[config.mk]
export PLATFORM = sky130hd
export DESIGN_NAME = dma_wr_drain
export DESIGN_NICKNAME = d
export VERILOG_FILES = /design/src/rtl/dma_wr_drain.sv
export SDC_FILE = /design/constraint.sdc
export NUM_CORES = 1
export LEC_CHECK = 0
export CORE_ASPECT_RATIO = 2
export CORE_UTILIZATION = 42
export DETAILED_ROUTE_END_ITERATION = 6
export PLACE_DENSITY = 0.8
export SLEW_MARGIN = 0
export SYNTH_ARGS = -nofsm -noshare
export SYNTH_HDL_FRONTEND = slang
export SYNTH_SLANG_ARGS = --single-unit
[constraint.sdc]
create_clock -name CLOCK -period 6.25 [get_ports CLOCK]
set_input_delay 1.875 -clock CLOCK [delete_from_list [all_inputs] [get_ports CLOCK]]
set_output_delay 1.875 -clock CLOCK [all_outputs]
set_load 0.02 [all_outputs]
[src/rtl/dma_wr_drain.sv]
// dma_wr_drain: drains one burst per command from the ping-pong data cache
// onto the AXI4 write-data channel and returns consumed byte counts.
//
// Ports:
//   CLOCK, RESETN                  clock, asynchronous active-low reset
//   start/start_sel/start_addr/
//   start_beats/last_strb          burst command (sampled in IDLE only)
//   busy, done                     burst in progress / one-cycle completion pulse
//   cache_rd_sel/addr/data         cache read port (combinational read data)
//   cache_dec, cache_dec_bytes     fill-level decrement strobe and byte count
//   WDATA/WSTRB/WLAST/WVALID/WREADY AXI4 W channel
//   abort                          only with DMA_WR_DRAIN_ABORT_EN: remaining
//                                  beats are issued zero-filled without cache reads
module dma_wr_drain #(
    parameter  int unsigned DATA_BYTES  = 8,
    parameter  int unsigned CACHE_DEPTH = 16,
    parameter  int unsigned MAX_BURST   = 16,
    localparam int unsigned DW = DATA_BYTES * 8,
    localparam int unsigned AW = $clog2(CACHE_DEPTH),
    localparam int unsigned BW = $clog2(MAX_BURST + 1),
    localparam int unsigned CW = $clog2(DATA_BYTES) + 1
) (
    input  logic                  CLOCK,
    input  logic                  RESETN,
    input  logic                  start,
    input  logic                  start_sel,
    input  logic [AW-1:0]         start_addr,
    input  logic [BW-1:0]         start_beats,
    input  logic [DATA_BYTES-1:0] last_strb,
    output logic                  busy,
    output logic                  done,
    output logic                  cache_rd_sel,
    output logic [AW-1:0]         cache_rd_addr,
    input  logic [DW-1:0]         cache_rd_data,
    output logic                  cache_dec,
    output logic [CW-1:0]         cache_dec_bytes,
    output logic [DW-1:0]         WDATA,
    output logic [DATA_BYTES-1:0] WSTRB,
    output logic                  WLAST,
    output logic                  WVALID,
`ifdef DMA_WR_DRAIN_ABORT_EN
    input  logic                  abort,
`endif
    input  logic                  WREADY
);

    typedef enum logic [1:0] {S_IDLE, S_FETCH, S_STREAM, S_DONE} state_e;

    state_e                state_q, state_d;
    logic                  sel_q, sel_d;
    logic [AW-1:0]         addr_q, addr_d;
    logic [BW-1:0]         beats_q, beats_d;
    logic [DATA_BYTES-1:0] lstrb_q, lstrb_d;
    logic [DW-1:0]         wdata_q, wdata_d;
    logic [DATA_BYTES-1:0] wstrb_q, wstrb_d;
    logic                  wlast_q, wlast_d;
    logic                  wvalid_q, wvalid_d;
    logic                  busy_q, busy_d;
    logic                  done_q, done_d;
    logic                  fetch_c;
    logic                  zero_fill_c;
    logic [DATA_BYTES-1:0] beat_strb_c;

    function automatic logic [CW-1:0] popcount(input logic [DATA_BYTES-1:0] s);
        logic [CW-1:0] n;
        n = '0;
        for (int i = 0; i < int'(DATA_BYTES); i++) n = n + CW'(s[i]);
        return n;
    endfunction

`ifdef DMA_WR_DRAIN_ABORT_EN
    logic abort_q, abort_d;
    // Abort is registered, so a beat already being fetched in the abort cycle stays real.
    assign zero_fill_c = abort_q;
`else
    assign zero_fill_c = 1'b0;
`endif

    // Strobe of the beat being fetched: only the final beat uses last_strb.
    assign beat_strb_c = (beats_q == BW'(1)) ? lstrb_q : '1;

    assign cache_rd_sel    = sel_q;
    assign cache_rd_addr   = addr_q;
    assign cache_dec       = fetch_c & ~zero_fill_c;
    assign cache_dec_bytes = cache_dec ? popcount(beat_strb_c) : '0;

    assign WDATA  = wdata_q;
    assign WSTRB  = wstrb_q;
    assign WLAST  = wlast_q;
    assign WVALID = wvalid_q;
    assign busy   = busy_q;
    assign done   = done_q;

    // Next-state and datapath control.
    always_comb begin
        state_d  = state_q;
        sel_d    = sel_q;
        addr_d   = addr_q;
        beats_d  = beats_q;
        lstrb_d  = lstrb_q;
        wdata_d  = wdata_q;
        wstrb_d  = wstrb_q;
        wlast_d  = wlast_q;
        wvalid_d = wvalid_q;
        fetch_c  = 1'b0;
`ifdef DMA_WR_DRAIN_ABORT_EN
        abort_d  = abort_q;
`endif

        case (state_q)
            S_IDLE: begin
                if (start) begin
                    sel_d   = start_sel;
                    addr_d  = start_addr;
                    beats_d = start_beats;
                    lstrb_d = last_strb;
`ifdef DMA_WR_DRAIN_ABORT_EN
                    abort_d = 1'b0;
`endif
                    state_d = (start_beats != '0) ? S_FETCH : S_DONE;
                end
            end
            S_FETCH: begin
                fetch_c = 1'b1;
                state_d = S_STREAM;
            end
            S_STREAM: begin
                // WVALID is always high here; a handshake either ends or refills.
                if (WREADY) begin
                    if (wlast_q) begin
                        wvalid_d = 1'b0;
                        wlast_d  = 1'b0;
                        wstrb_d  = '0;
                        wdata_d  = '0;
                        state_d  = S_DONE;
                    end else begin
                        fetch_c = 1'b1;
                    end
                end
            end
            S_DONE: begin
                state_d = S_IDLE;
            end
            default: state_d = S_IDLE;
        endcase

`ifdef DMA_WR_DRAIN_ABORT_EN
        if ((state_q == S_FETCH || state_q == S_STREAM) && abort) abort_d = 1'b1;
`endif

        if (fetch_c) begin
            wdata_d  = zero_fill_c ? '0 : cache_rd_data;
            wstrb_d  = zero_fill_c ? '0 : beat_strb_c;
            wlast_d  = (beats_q == BW'(1));
            wvalid_d = 1'b1;
            addr_d   = addr_q + AW'(1);
            beats_d  = beats_q - BW'(1);
        end

        busy_d = (state_d == S_FETCH) || (state_d == S_STREAM);
        done_d = (state_d == S_DONE);
    end

    // State and output registers.
    always_ff @(posedge CLOCK or negedge RESETN) begin
        if (!RESETN) begin
            state_q  <= S_IDLE;
            sel_q    <= 1'b0;
            addr_q   <= '0;
            beats_q  <= '0;
            lstrb_q  <= '0;
            wdata_q  <= '0;
            wstrb_q  <= '0;
            wlast_q  <= 1'b0;
            wvalid_q <= 1'b0;
            busy_q   <= 1'b0;
            done_q   <= 1'b0;
`ifdef DMA_WR_DRAIN_ABORT_EN
            abort_q  <= 1'b0;
`endif
        end else begin
            state_q  <= state_d;
            sel_q    <= sel_d;
            addr_q   <= addr_d;
            beats_q  <= beats_d;
            lstrb_q  <= lstrb_d;
            wdata_q  <= wdata_d;
            wstrb_q  <= wstrb_d;
            wlast_q  <= wlast_d;
            wvalid_q <= wvalid_d;
            busy_q   <= busy_d;
            done_q   <= done_d;
`ifdef DMA_WR_DRAIN_ABORT_EN
            abort_q  <= abort_d;
`endif
        end
    end

endmodule
After elaboration in Yosys (flattened, before gate mapping)
Index checks and enable logic that the tools add are counted.

Bits in registers: 96. Latch bits: 0. Memory bits (writable): 0. Memory bits (read-only): 0. Input port bits: 86. Logic and storage cells: 70. Memories: 0.

$add $sub $neg: 9. $mul: 0. Div/mod/pow operators: 0. Order comparisons: 0. Equal/unequal tests: 7. Shifts and indexed selects: 0. Mux-type cells: 31. Bitwise gates (word level): 0. Reductions and logical operators: 12.

Operators with widths (number): $mux W64 (4); $mux W8 (5); $add A4 B1 Y4 (4); $mux W4 (4); $mux W5 (3); $reduce_bool A2 Y1 (5); $mux W1 (9); $eq A2 B2 Y1 const B (4); $mux W2 (4); $pmux W2 S4 (1); $reduce_and A2 Y1 (3); $eq A5 B1 Y1 const B (1); $reduce_bool A5 Y1 (1); $sub A5 B1 Y5 const B (1); $add A3 B1 Y4 (1); $add A4 B1 Y4 const B (1); $eq A2 B1 Y1 const B (2); $add A2 B1 Y3 (1); $reduce_and A3 Y1 (1); $add A1 B1 Y2 (1); $logic_not A2 Y1 (1); $pmux W1 S2 (1); $logic_or A1 B1 Y1 (1).

Depth between registers and ports, before layout
Gate-level depths: netlist (run 1).

Depth after elaboration: 10. Mapped depth: 16.

Worst setup path after synthesis (run 1)
OpenSTA, ideal clock, no wires.

Path type: register to output. From: register beats_q[1]. To: output cache_dec_bytes[2]. Arrival: 3746 ps. Slack: 629 ps. Stages on the path, launching flop included: 17. Path buffers: 1. Cells stage by stage: dfrtp_1 inv_1 ha_1 or4b_1 buf_2 nor2_1 fa_1 inv_1 fa_1 inv_1 fa_1 inv_1 ha_1 inv_1 fa_1 xor2_1 nor2_1.

Longest elaborated chain between the ends: 10.

RTL lines: start: declaration (line 52) `logic [BW-1:0] beats_q, beats_d;`; start signal: assignment (line 185) `beats_q <= beats_d;`; $eq A5 B1 Y1 (*) (line 80) `assign beat_strb_c = (beats_q == BW'(1)) ? lstrb_q : '1;`; $mux W8 (*) (line 80); $add A1 B1 Y2 (line 67) `for (int i = 0; i < int'(DATA_BYTES); i++) n = n + CW'(s[i]);`; $add A2 B1 Y3 (line 67); $add A3 B1 Y4 (line 67); $add A4 B1 Y4 (3 in series) (line 67); $add A4 B1 Y4 (*) (line 67); $mux W4 (*) (line 85) `assign cache_dec_bytes = cache_dec ? popcount(beat_strb_c) : '0;`; end: declaration (line 36) `output logic [CW-1:0] cache_dec_bytes,`.

Mark *: on every way between the ends. The rest lies on a longest branch, timed or not.

Worst setup path after layout (run 1)
From: register beats_q[1]. To: output cache_dec_bytes[3].

The elaborated chain is that of the path after synthesis.

==> results of run 1 <==
-- per-layer routing --
metal	track usage, %	share of wire, %	vias to the layer above
li1	-	-	1472
met1	25.4	35	1593
met2	45.7	58	150
met3	3.60	4.9	22
met4	11.5	2.5	0
met5	0	0	-
-- area by class of cell --
type | count | area [um2]
Timing Repair Buffer | 177 | 1740
Tap cell | 104 | 130
Clock buffer | 11 | 243
Sequential cell | 96 | 2400
Inverter | 13 | 48.8
Multi-Input combinational cell | 173 | 1480
Fill cell | 760 | 3250
Clock inverter | 4 | 31.3
-- state kept, by name, summed over array words and instances, names as in the netlist --
| signal | count |
|---|---|
| WDATA | 64 |
| WSTRB | 8 |
| lstrb_q | 8 |
| beats_q | 5 |
| cache_rd_addr | 4 |
| state_q | 2 |
| WLAST | 1 |
| WVALID | 1 |
| busy | 1 |
| cache_rd_sel | 1 |
| done | 1 |
-- cell families after synthesis --
kind of cell | share of synthesized area, %
compound gates | 20.2
xor+xnor | 0.219
fa+ha+maj | 5.12
buf+inv | 3.75
flops | 60.0
mux | 3.59
simple gates | 7.12
-- worst max-delay path by stage --
stage / slack (ns) / depth (start not counted) / from / end
2_1_floorplan: 0.63 / 16 / beats_q[1] / cache_dec_bytes[2]
3_3_place_gp: 0.15 / 16 / beats_q[1] / cache_dec_bytes[2]
3_5_place_dp: 0.06 / 16 / beats_q[1] / cache_dec_bytes[2]
4_1_cts: -0.04 / 16 / beats_q[1] / cache_dec_bytes[2]
5_1_grt: 0.01 / 14 / beats_q[1] / cache_dec_bytes[3]
6_report: 0.20 / 14 / beats_q[1] / cache_dec_bytes[3]
-- power by group through the flow --
stage / combinational (mW) / sequential [mW] / clock [mW]
global route: 2.02 / 1.17 / 0.544
detailed placement: 1.89 / 1.13 / 0
floorplan: 0.775 / 1.41 / 0
CTS: 1.90 / 1.13 / 0.520
finish: 1.88 / 1.13 / 0.507
global placement: 1.85 / 1.12 / 0
-- what timing repair did --
item | CTS | global route
setup endpoints to repair | 2 | 3
gates cloned | 0 | 0
hold buffers | 0 | 0
resized for setup | 3 | 7
-- placed cells by master (no fill, tap or decap), types with 5 or more instances in the layout --
cell and n:
clkdlybuf4s50_1 168, dfrtp_1 96, a22o_1 67, inv_1 12, mux2_2 11, nand4_1 10
ha_1 10, clkbuf_16 9, buf_4 7, nor2_1 6, nand3_1 6, o2bb2ai_1 5
-- metrics by stage --
stage | cell area (um2) | hold WS, ns | setup WS [ns] | TNS (ns) | std cells
after global routing | 6080 | 0.497 | 0.0139 | 0 | 578
after floorplan | 4010 | 0.481 | 0.629 | 0 | 306
final | 6080 | 0.478 | 0.202 | 0 | 578
after CTS | 6070 | 0.481 | -0.0414 | -0.0414 | 578
after detailed placement | 5800 | 0.467 | 0.0642 | 0 | 563
after global placement | 5800 | 0.458 | 0.150 | 0 | 563
-- worst max-delay path, cell delays in order (launching register included) --
cell             delay [ns]
dfrtp_1                0.41
inv_1                  0.10
ha_1                   0.14
or4b_4                 0.50
nor2_2                 0.15
fa_1                   0.42
inv_1                  0.09
fa_1                   0.40
inv_1                  0.09
fa_1                   0.42
inv_1                  0.08
ha_1                   0.16
a21oi_1                0.07
nor3b_1                0.19
clkdlybuf4s50_1        0.63
==> impl_metrics.env, run 1 <==
export IMPL_violations="design-rule violations"
export IMPL_period_share_pct=96.8
export IMPL_final_core_util_pct=65.2
export IMPL_syn_avg_cell_area_um2=13.1
export IMPL_synth_area_leaders="dfrtp_1 (60%), a22o_1 (15%), ha_1 (3.1%)"
export IMPL_min_to="WVALID"
export IMPL_fmax_mhz=165
export IMPL_grt_ovfl_total=0
export IMPL_hold_class="reg2reg"
export IMPL_cp_max_fo=4
export IMPL_mappedNetlistArea_mm2=0.00401
export IMPL_setup_violations=0
export IMPL_cts_setup_buffers=0
export IMPL_postSynthCellCount=306
export IMPL_core_area_mm2=0.00932
export IMPL_yosysTopAreaCell="dfrtp_1"
export IMPL_portBuffers=171
export IMPL_routed_wl_um=11500
export IMPL_endpoint_kind="output pin"
export IMPL_grt_pass1_vias=3418
export IMPL_h_tree_depth=3
export IMPL_clk_pin_slew_worst_paths_ns=0.06
export IMPL_rsz0062_at_grt="false"
export IMPL_routed_via_density=5.60
export IMPL_outcome="finished, violations left"
export IMPL_holdCritStartpoint="WVALID"
export IMPL_drt_iter0_drc=253
export IMPL_synth_common_cells="dfrtp_1 (96), a22o_1 (67), clkbuf_1 (15), inv_1 (12), mux2_2 (11)"
export IMPL_ir_drop_v=0.000286
export IMPL_dieArea_mm2=0.00996
export IMPL_wl_per_cell_um=19.9
export IMPL_combPwrFrac_pct=53.5
export IMPL_cap_violations=0
export IMPL_finClkSkew_ns=0.00839
export IMPL_area_delta_synth_final_pct=51.7
export IMPL_ant_nets=0
export IMPL_power_switching_mw=1.39
export IMPL_drv_slew=0
export IMPL_synth_top_area_share_pct=60.0
export IMPL_internal_power_mw=2.13
export IMPL_dr_total_vias=3237
export IMPL_root_buffer="clkbuf_16"
export IMPL_ios=172
export IMPL_gp_congestion=0.877
export IMPL_grt_first_pass_wirelength_um=18100
export IMPL_die_w_um=71.1
export IMPL_worstReg2RegStart="state_q[0]"
export IMPL_pwr_share_seq_pct=32.1
export IMPL_clock_path_buffers=2
export IMPL_grtUsageTotal_pct=24.2
export IMPL_yosysWarnings=0
export IMPL_leakage_nw=2.69
export IMPL_min_period_ns=6.05
export IMPL_power_total_mw=3.52
export IMPL_drt_pass1_iter_count=7
export IMPL_hpwl_um=8570
export IMPL_clkSinkCount=96
export IMPL_finalNetCount=570
export IMPL_synth_net_count=406
export IMPL_cts_tree="done"
export IMPL_worstPathArrival_ns=4.17
export IMPL_num_rows=50
export IMPL_slew_headroom_pct=26.1
export IMPL_route_detailed_drc=15
export IMPL_clkPwrFrac_pct=14.4
export IMPL_cp_start_kind="flop"
export IMPL_synth_edf_count=0
export IMPL_r2r_end="WDATA[34]"
export IMPL_sw_frac_of_total_pct=39.5
export IMPL_drive_above_1_share_pct=9.28
export IMPL_synth_seq_cells=96
export IMPL_yosysUniqueCellTypes=44
export IMPL_cp_required_ns=4.38
export IMPL_cts_buffers=9
export IMPL_die_h_um=140
export IMPL_hold_viol=0
export IMPL_antennaDiodeCount=0
export IMPL_async_flop_share_pct=100
export IMPL_power_density_mw_per_mm2=579
export IMPL_critPathKind="reg2out"
export IMPL_r2r_slack_ns=3.73
export IMPL_synth_most_common_cell="dfrtp_1"
export IMPL_holdPathStages=1
export IMPL_antenna_found_initial=0
export IMPL_grt_max_degree=51
export IMPL_ys_seq_area_share_pct=60.0
export IMPL_worstSkewPairLatency_ns=0.34
export IMPL_ys_flop_type="dfrtp_1"
export IMPL_reg2reg_depth=6
export IMPL_start_util_pct=43.0
export IMPL_worst_pin_slew_ns=1.10
Note: power is estimated with default switching activity, not from simulation.
==> run 2: changes to the inputs <==
--- a/config.mk
+++ b/config.mk
@@ -6,9 +6,10 @@
 export NUM_CORES = 1
 export LEC_CHECK = 0
 export CORE_ASPECT_RATIO = 2
-export CORE_UTILIZATION = 42
+export CORE_UTILIZATION = 44
+export CTS_BUF_LIST = sky130_fd_sc_hd__clkbuf_4
 export DETAILED_ROUTE_END_ITERATION = 6
-export PLACE_DENSITY = 0.8
+export PLACE_DENSITY = 0.83
 export SLEW_MARGIN = 0
 export SYNTH_ARGS = -nofsm -noshare
 export SYNTH_HDL_FRONTEND = slang
==> run 2 against run 1 <==
Against the previous run:
- the flow now finishes without violations
- first-iteration DRC count decreased by 21%
- core utilization is 3.8 points higher
- maximum frequency is 0.83% lower
- clock power fell by 26%
- global-route usage is 0.24 points higher
- worst setup slack got worse by 0.051 ns
- critical path type unchanged
- critical endpoint is now cache_dec_bytes[2]
- largest power group unchanged
- highest routed layer unchanged
==> impl_metrics.env, run 2 (synthesis results as in run 1) <==
export IMPL_clkSinkCount=96
export IMPL_clock_path_buffers=2
export IMPL_worstSkewPairLatency_ns=0.44
export IMPL_grtUsageTotal_pct=24.4
export IMPL_hold_viol=0
export IMPL_drive_above_1_share_pct=10.9
export IMPL_route_detailed_drc=0
export IMPL_grt_ovfl_total=0
export IMPL_core_area_mm2=0.00871
export IMPL_hold_ws_ns=0.510
export IMPL_cp_start_kind="flop"
export IMPL_dieArea_mm2=0.00951
export IMPL_worst_slack_ns=0.151
export IMPL_grt_pass1_vias=3519
export IMPL_die_w_um=69.5
export IMPL_ir_drop_v=0.000307
export IMPL_largest_reg_flops=64
export IMPL_ant_nets=0
export IMPL_drt_iter0_drc=201
export IMPL_cp_required_ns=4.38
export IMPL_instances_no_fill=579
export IMPL_power_density_mw_per_mm2=568
export IMPL_placedCellCount=558
export IMPL_fmax_mhz=164
export IMPL_routed_via_density=5.64
export IMPL_routed_wl_um=11400
export IMPL_layout_common_cells="clkdlybuf4s50_1 (167), dfrtp_1 (96), a22o_1 (67)"
export IMPL_die_h_um=137
export IMPL_power_total_mw=3.41
export IMPL_hold_class="reg2reg"
export IMPL_root_buffer="clkbuf_4"
export IMPL_hpwl_um=8270
export IMPL_critPathKind="reg2out"
export IMPL_outcome="finished, final reports clean"
export IMPL_ios=172
export IMPL_worst_pin_slew_ns=0.774
export IMPL_worstPathArrival_ns=4.22
export IMPL_portBuffers=171
export IMPL_pre_cts_ws_ns=-0.00156
export IMPL_final_common_cell="clkdlybuf4s50_1"
export IMPL_slew_headroom_pct=48.4
export IMPL_setup_violations=0
export IMPL_start_util_pct=46.0
export IMPL_endpoint_kind="output pin"
export IMPL_leakage_nw=2.68
export IMPL_period_share_pct=97.6
export IMPL_area_delta_synth_final_pct=50.0
export IMPL_cp_max_fo=4
export IMPL_h_tree_depth=3
export IMPL_cts_buffers=9
export IMPL_drt_pass1_iter_count=4
export IMPL_min_period_ns=6.10
export IMPL_antenna_found_initial=1
export IMPL_grt_max_degree=74
export IMPL_rsz0062_at_grt="true"
export IMPL_wl_per_cell_um=19.7
export IMPL_cap_violations=0
export IMPL_finClkSkew_ns=0.0172
export IMPL_cts_tree="done"
export IMPL_dr_total_vias=3264
export IMPL_finalNetCount=573
export IMPL_fin_setup_tns_ns=0
export IMPL_clk_pin_slew_worst_paths_ns=0.15
export IMPL_grt_first_pass_wirelength_um=17800
export IMPL_drv_slew=0
export IMPL_gp_congestion=0.872
export IMPL_num_rows=48
[run 2: changes by cell type in the layout (fill, tap and decap cells not counted), sizes merged]
cell and delta:
clkdlybuf4s50 -1, diode +1, inv +2, clkbuf -3, clkinv +1, bufinv +2, clkinvlp -2, dlymetal6s2s +1
buf +4
[run 2: timing repair]
item,CTS,global route
resized for setup,10,10
pin swaps,0,5
setup buffers,2,2
setup endpoints to repair,3,3
hold buffers,0,0
[run 2: metal layers]
layer	share of wire [%]	vias to the layer above	global-route usage (%)	wire length [um]
met5	0	-	0	0
met4	4.4	0	16.8	506
met3	4.3	30	3.68	487
met2	56	149	43.1	6340
met1	36	1609	26.7	4080
li1	-	1476	-	-
[run 2: layout make-up]
type                            instances  area, um2
Inverter                               13       48.8
Clock buffer                            9       67.6
Tap cell                              100        125
Antenna cell                            1       2.50
Sequential cell                        96       2400
Clock inverter                          7       93.8
Multi-Input combinational cell        173       1500
Fill cell                             628       2700
Timing Repair Buffer                  180       1770
[run 2: where the power goes]
group	internal (mW)	switching (mW)
combinational	0.930	0.980
clock	0.163	0.209
sequential	0.930	0.202
total	2.02	1.39
[run 2: final timing paths]
kind / startpoint / endpoint / slack [ns] / cells after the start
max: beats_q[1] / cache_dec_bytes[2] / 0.15 / 16
min: WVALID / WVALID / 0.51 / 1
max reg2reg: state_q[1] / beats_q[4] / 3.86 / 5
min reg2reg: WVALID / WVALID / 0.51 / 1
max in group asynchronous: RESETN / WDATA[62] / 3.79 / 2
min in group asynchronous: RESETN / WDATA[23] / 1.40 / 1
[run 2: critical path, stage by stage (launching register included)]
cell	delay, ns
dfrtp_1	0.41
inv_2	0.07
ha_1	0.14
or4b_4	0.53
nor2_4	0.14
fa_1	0.43
inv_1	0.10
fa_1	0.44
inv_2	0.07
fa_1	0.41
inv_1	0.08
ha_2	0.17
inv_1	0.05
fa_2	0.33
xor2_1	0.16
nor2_1	0.11
buf_4	0.15
[run 2: per-stage QoR]
| stage | instance area [um2] | util, % |
|---|---|---|
| floorplan | 4010 | - |
| global placement | 5790 | 66.5 |
| detailed placement | 5790 | 66.5 |
| CTS | 5970 | 68.6 |
| global route | 6010 | 69.0 |
| finish | 6010 | 69.0 |
==> run 3: changes to the inputs <==
--- a/config.mk
+++ b/config.mk
@@ -6,10 +6,10 @@
 export NUM_CORES = 1
 export LEC_CHECK = 0
 export CORE_ASPECT_RATIO = 2
-export CORE_UTILIZATION = 44
-export CTS_BUF_LIST = sky130_fd_sc_hd__clkbuf_4
+export CORE_UTILIZATION = 29
+export CTS_BUF_LIST = sky130_fd_sc_hd__clkbuf_8 sky130_fd_sc_hd__clkbuf_16
 export DETAILED_ROUTE_END_ITERATION = 6
-export PLACE_DENSITY = 0.83
+export DONT_BUFFER_PORTS = 1
 export SLEW_MARGIN = 0
 export SYNTH_ARGS = -nofsm -noshare
 export SYNTH_HDL_FRONTEND = slang
==> run 3 against run 2 <==
Against the previous run:
- first-iteration DRC count is 20% lower
- sequential power is 32% higher
- hold slack better by 0.0038 ns
- routed wire length is 16% lower
- via count is 21% lower
- worst setup slack better by 0.086 ns
- maximum frequency is 1.4% higher
- critical path type unchanged
- critical endpoint unchanged
- highest routed layer unchanged
==> impl_metrics.env, run 3 (synthesis results as in run 1) <==
export IMPL_outcome="finished, final reports clean"
export IMPL_routed_via_density=5.61
export IMPL_grt_first_pass_wirelength_um=14700
export IMPL_fmax_mhz=166
export IMPL_drt_iter0_drc=161
export IMPL_crit_chain="inv_2, ha_1, or4b_4, nor2_4, fa_1, inv_1, fa_1, inv_2, fa_1, inv_1, ha_1, inv_1, fa_2, xor2_1, nor2_2"
export IMPL_hold_viol=0
export IMPL_routed_wl_um=9640
export IMPL_largest_reg_flops=64
export IMPL_cts_tree="done"
export IMPL_worstPathArrival_ns=4.14
export IMPL_worst_pin_slew_ns=0.782
export IMPL_clkSinkCount=96
export IMPL_die_w_um=85.1
export IMPL_leakage_nw=2.07
export IMPL_min_to="lstrb_q[5]"
export IMPL_root_buffer="clkbuf_16"
export IMPL_ir_drop_v=0.000197
export IMPL_grt_ovfl_total=0
export IMPL_num_rows=60
export IMPL_period_share_pct=96.2
export IMPL_start_util_pct=29.8
export IMPL_drv_slew=0
export IMPL_final_common_cell="dfrtp_1"
export IMPL_critPathKind="reg2out"
export IMPL_drt_pass1_iter_count=4
export IMPL_holdBufCountCts=0
export IMPL_r2r_slack_ns=3.79
export IMPL_crit_slowest_cell="or4b_4"
export IMPL_worstSkewPairLatency_ns=0.34
export IMPL_cp_required_ns=4.38
export IMPL_layout_common_cells="dfrtp_1 (95), a22o_1 (67), mux2_2 (11)"
export IMPL_r2r_end="WDATA[17]"
export IMPL_holdPathStages=1
export IMPL_reg2reg_depth=7
export IMPL_grt_max_degree=97
export IMPL_area_delta_synth_final_pct=13.0
export IMPL_grtUsageTotal_pct=13.5
export IMPL_clock_path_buffers=2
export IMPL_core_area_mm2=0.0134
export IMPL_placedCellCount=441
export IMPL_grt_pass1_vias=2733
export IMPL_endpoint_kind="output pin"
export IMPL_finClkSkew_ns=0.00829
export IMPL_finalNetCount=400
export IMPL_dr_total_vias=2587
export IMPL_cts_buffers=9
export IMPL_instances_no_fill=461
export IMPL_hold_class="reg2reg"
export IMPL_cp_start_kind="flop"
export IMPL_cp_max_fo=6
export IMPL_cpPeakStageDelay_ns=0.55
export IMPL_min_period_ns=6.01
export IMPL_h_tree_depth=3
export IMPL_portBuffers=0
export IMPL_setup_violations=0
export IMPL_dieArea_mm2=0.0143
export IMPL_hpwl_um=6800
export IMPL_ant_nets=0
export IMPL_ios=172
export IMPL_cap_violations=0
export IMPL_rsz0062_at_grt="false"
export IMPL_clk_pin_slew_worst_paths_ns=0.07
export IMPL_worstReg2RegStart="state_q[0]"
export IMPL_holdCritStartpoint="lstrb_q[5]"
export IMPL_slew_headroom_pct=47.7
export IMPL_wl_per_cell_um=20.9
export IMPL_gp_congestion=0.823
export IMPL_die_h_um=168
export IMPL_power_density_mw_per_mm2=675
export IMPL_antenna_found_initial=1
export IMPL_fin_setup_tns_ns=0
export IMPL_drive_above_1_share_pct=16.4
export IMPL_route_detailed_drc=0
[run 3: critical path: cells and delay by family, from the launching register on]
family	cells	cell delay [ns]
and+or+nand+nor	3	0.95
DFF	1	0.42
buffers and inverters	5	0.38
xor gates and xnor gates	1	0.17
adders and majority gates	6	1.90
[run 3: what timing repair did]
action                                 4_1_cts  5_1_grt
pin swaps                                    0        3
buffers inserted                             0        3
endpoints found under the hold margin        0        0
setup endpoints to repair                    2        2
resized for setup                            3       10
[run 3: how the worst max path moves through the flow]
stage | start | endpoint | slack (ns) | cells past startpoint
after floorplan | beats_q[1] | cache_dec_bytes[2] | 0.63 | 16
after global placement | beats_q[1] | cache_dec_bytes[2] | 0.38 | 15
after detailed placement | beats_q[1] | cache_dec_bytes[2] | 0.29 | 15
after CTS | beats_q[1] | cache_dec_bytes[2] | 0.11 | 15
after global routing | beats_q[1] | cache_dec_bytes[2] | 0.01 | 15
final | beats_q[1] | cache_dec_bytes[2] | 0.24 | 15
[run 3: through the flow]
| step | hold WS (ns) | setup slack (ns) | instance area (um2) | power [mW] | utilization [%] |
|---|---|---|---|---|---|
| CTS | 0.514 | 0.113 | 4480 | 3.06 | 33.3 |
| detailed placement | 0.497 | 0.291 | 4140 | 2.44 | 30.8 |
| floorplan | 0.481 | 0.629 | 4010 | 2.18 | - |
| finish | 0.514 | 0.238 | 4530 | 3.05 | 33.7 |
| global placement | 0.496 | 0.381 | 4140 | 2.40 | 30.8 |
| global route | 0.542 | 0.0115 | 4530 | 3.24 | 33.7 |
[run 3: power by group]
group	leakage [nW]	internal [mW]	total [mW]	switching (mW)
Combinational	0.730	0.458	0.960	0.502
Clock	0.158	0.356	0.603	0.247
Sequential	1.18	0.931	1.49	0.559
Total	2.07	1.75	3.05	1.31
[run 3: cell type report]
| class | count | area (um2) |
|---|---|---|
| Sequential cell | 96 | 2400 |
| Antenna cell | 1 | 2.50 |
| Tap cell | 155 | 194 |
| Clock inverter | 7 | 101 |
| Fill cell | 1306 | 8910 |
| Multi-Input combinational cell | 173 | 1500 |
| Timing Repair Buffer | 7 | 52.6 |
| Clock buffer | 9 | 225 |
| Inverter | 13 | 48.8 |
[run 3: routing by layer]
| layer | routed length, um | up-vias | GRT usage, % |
|---|---|---|---|
| met2 | 5440 | 132 | 24.9 |
| met3 | 503 | 17 | 3.24 |
| met5 | 0 | - | 0 |
| met4 | 334 | 0 | 7.96 |
| met1 | 3360 | 1308 | 13.3 |
| li1 | - | 1130 | - |
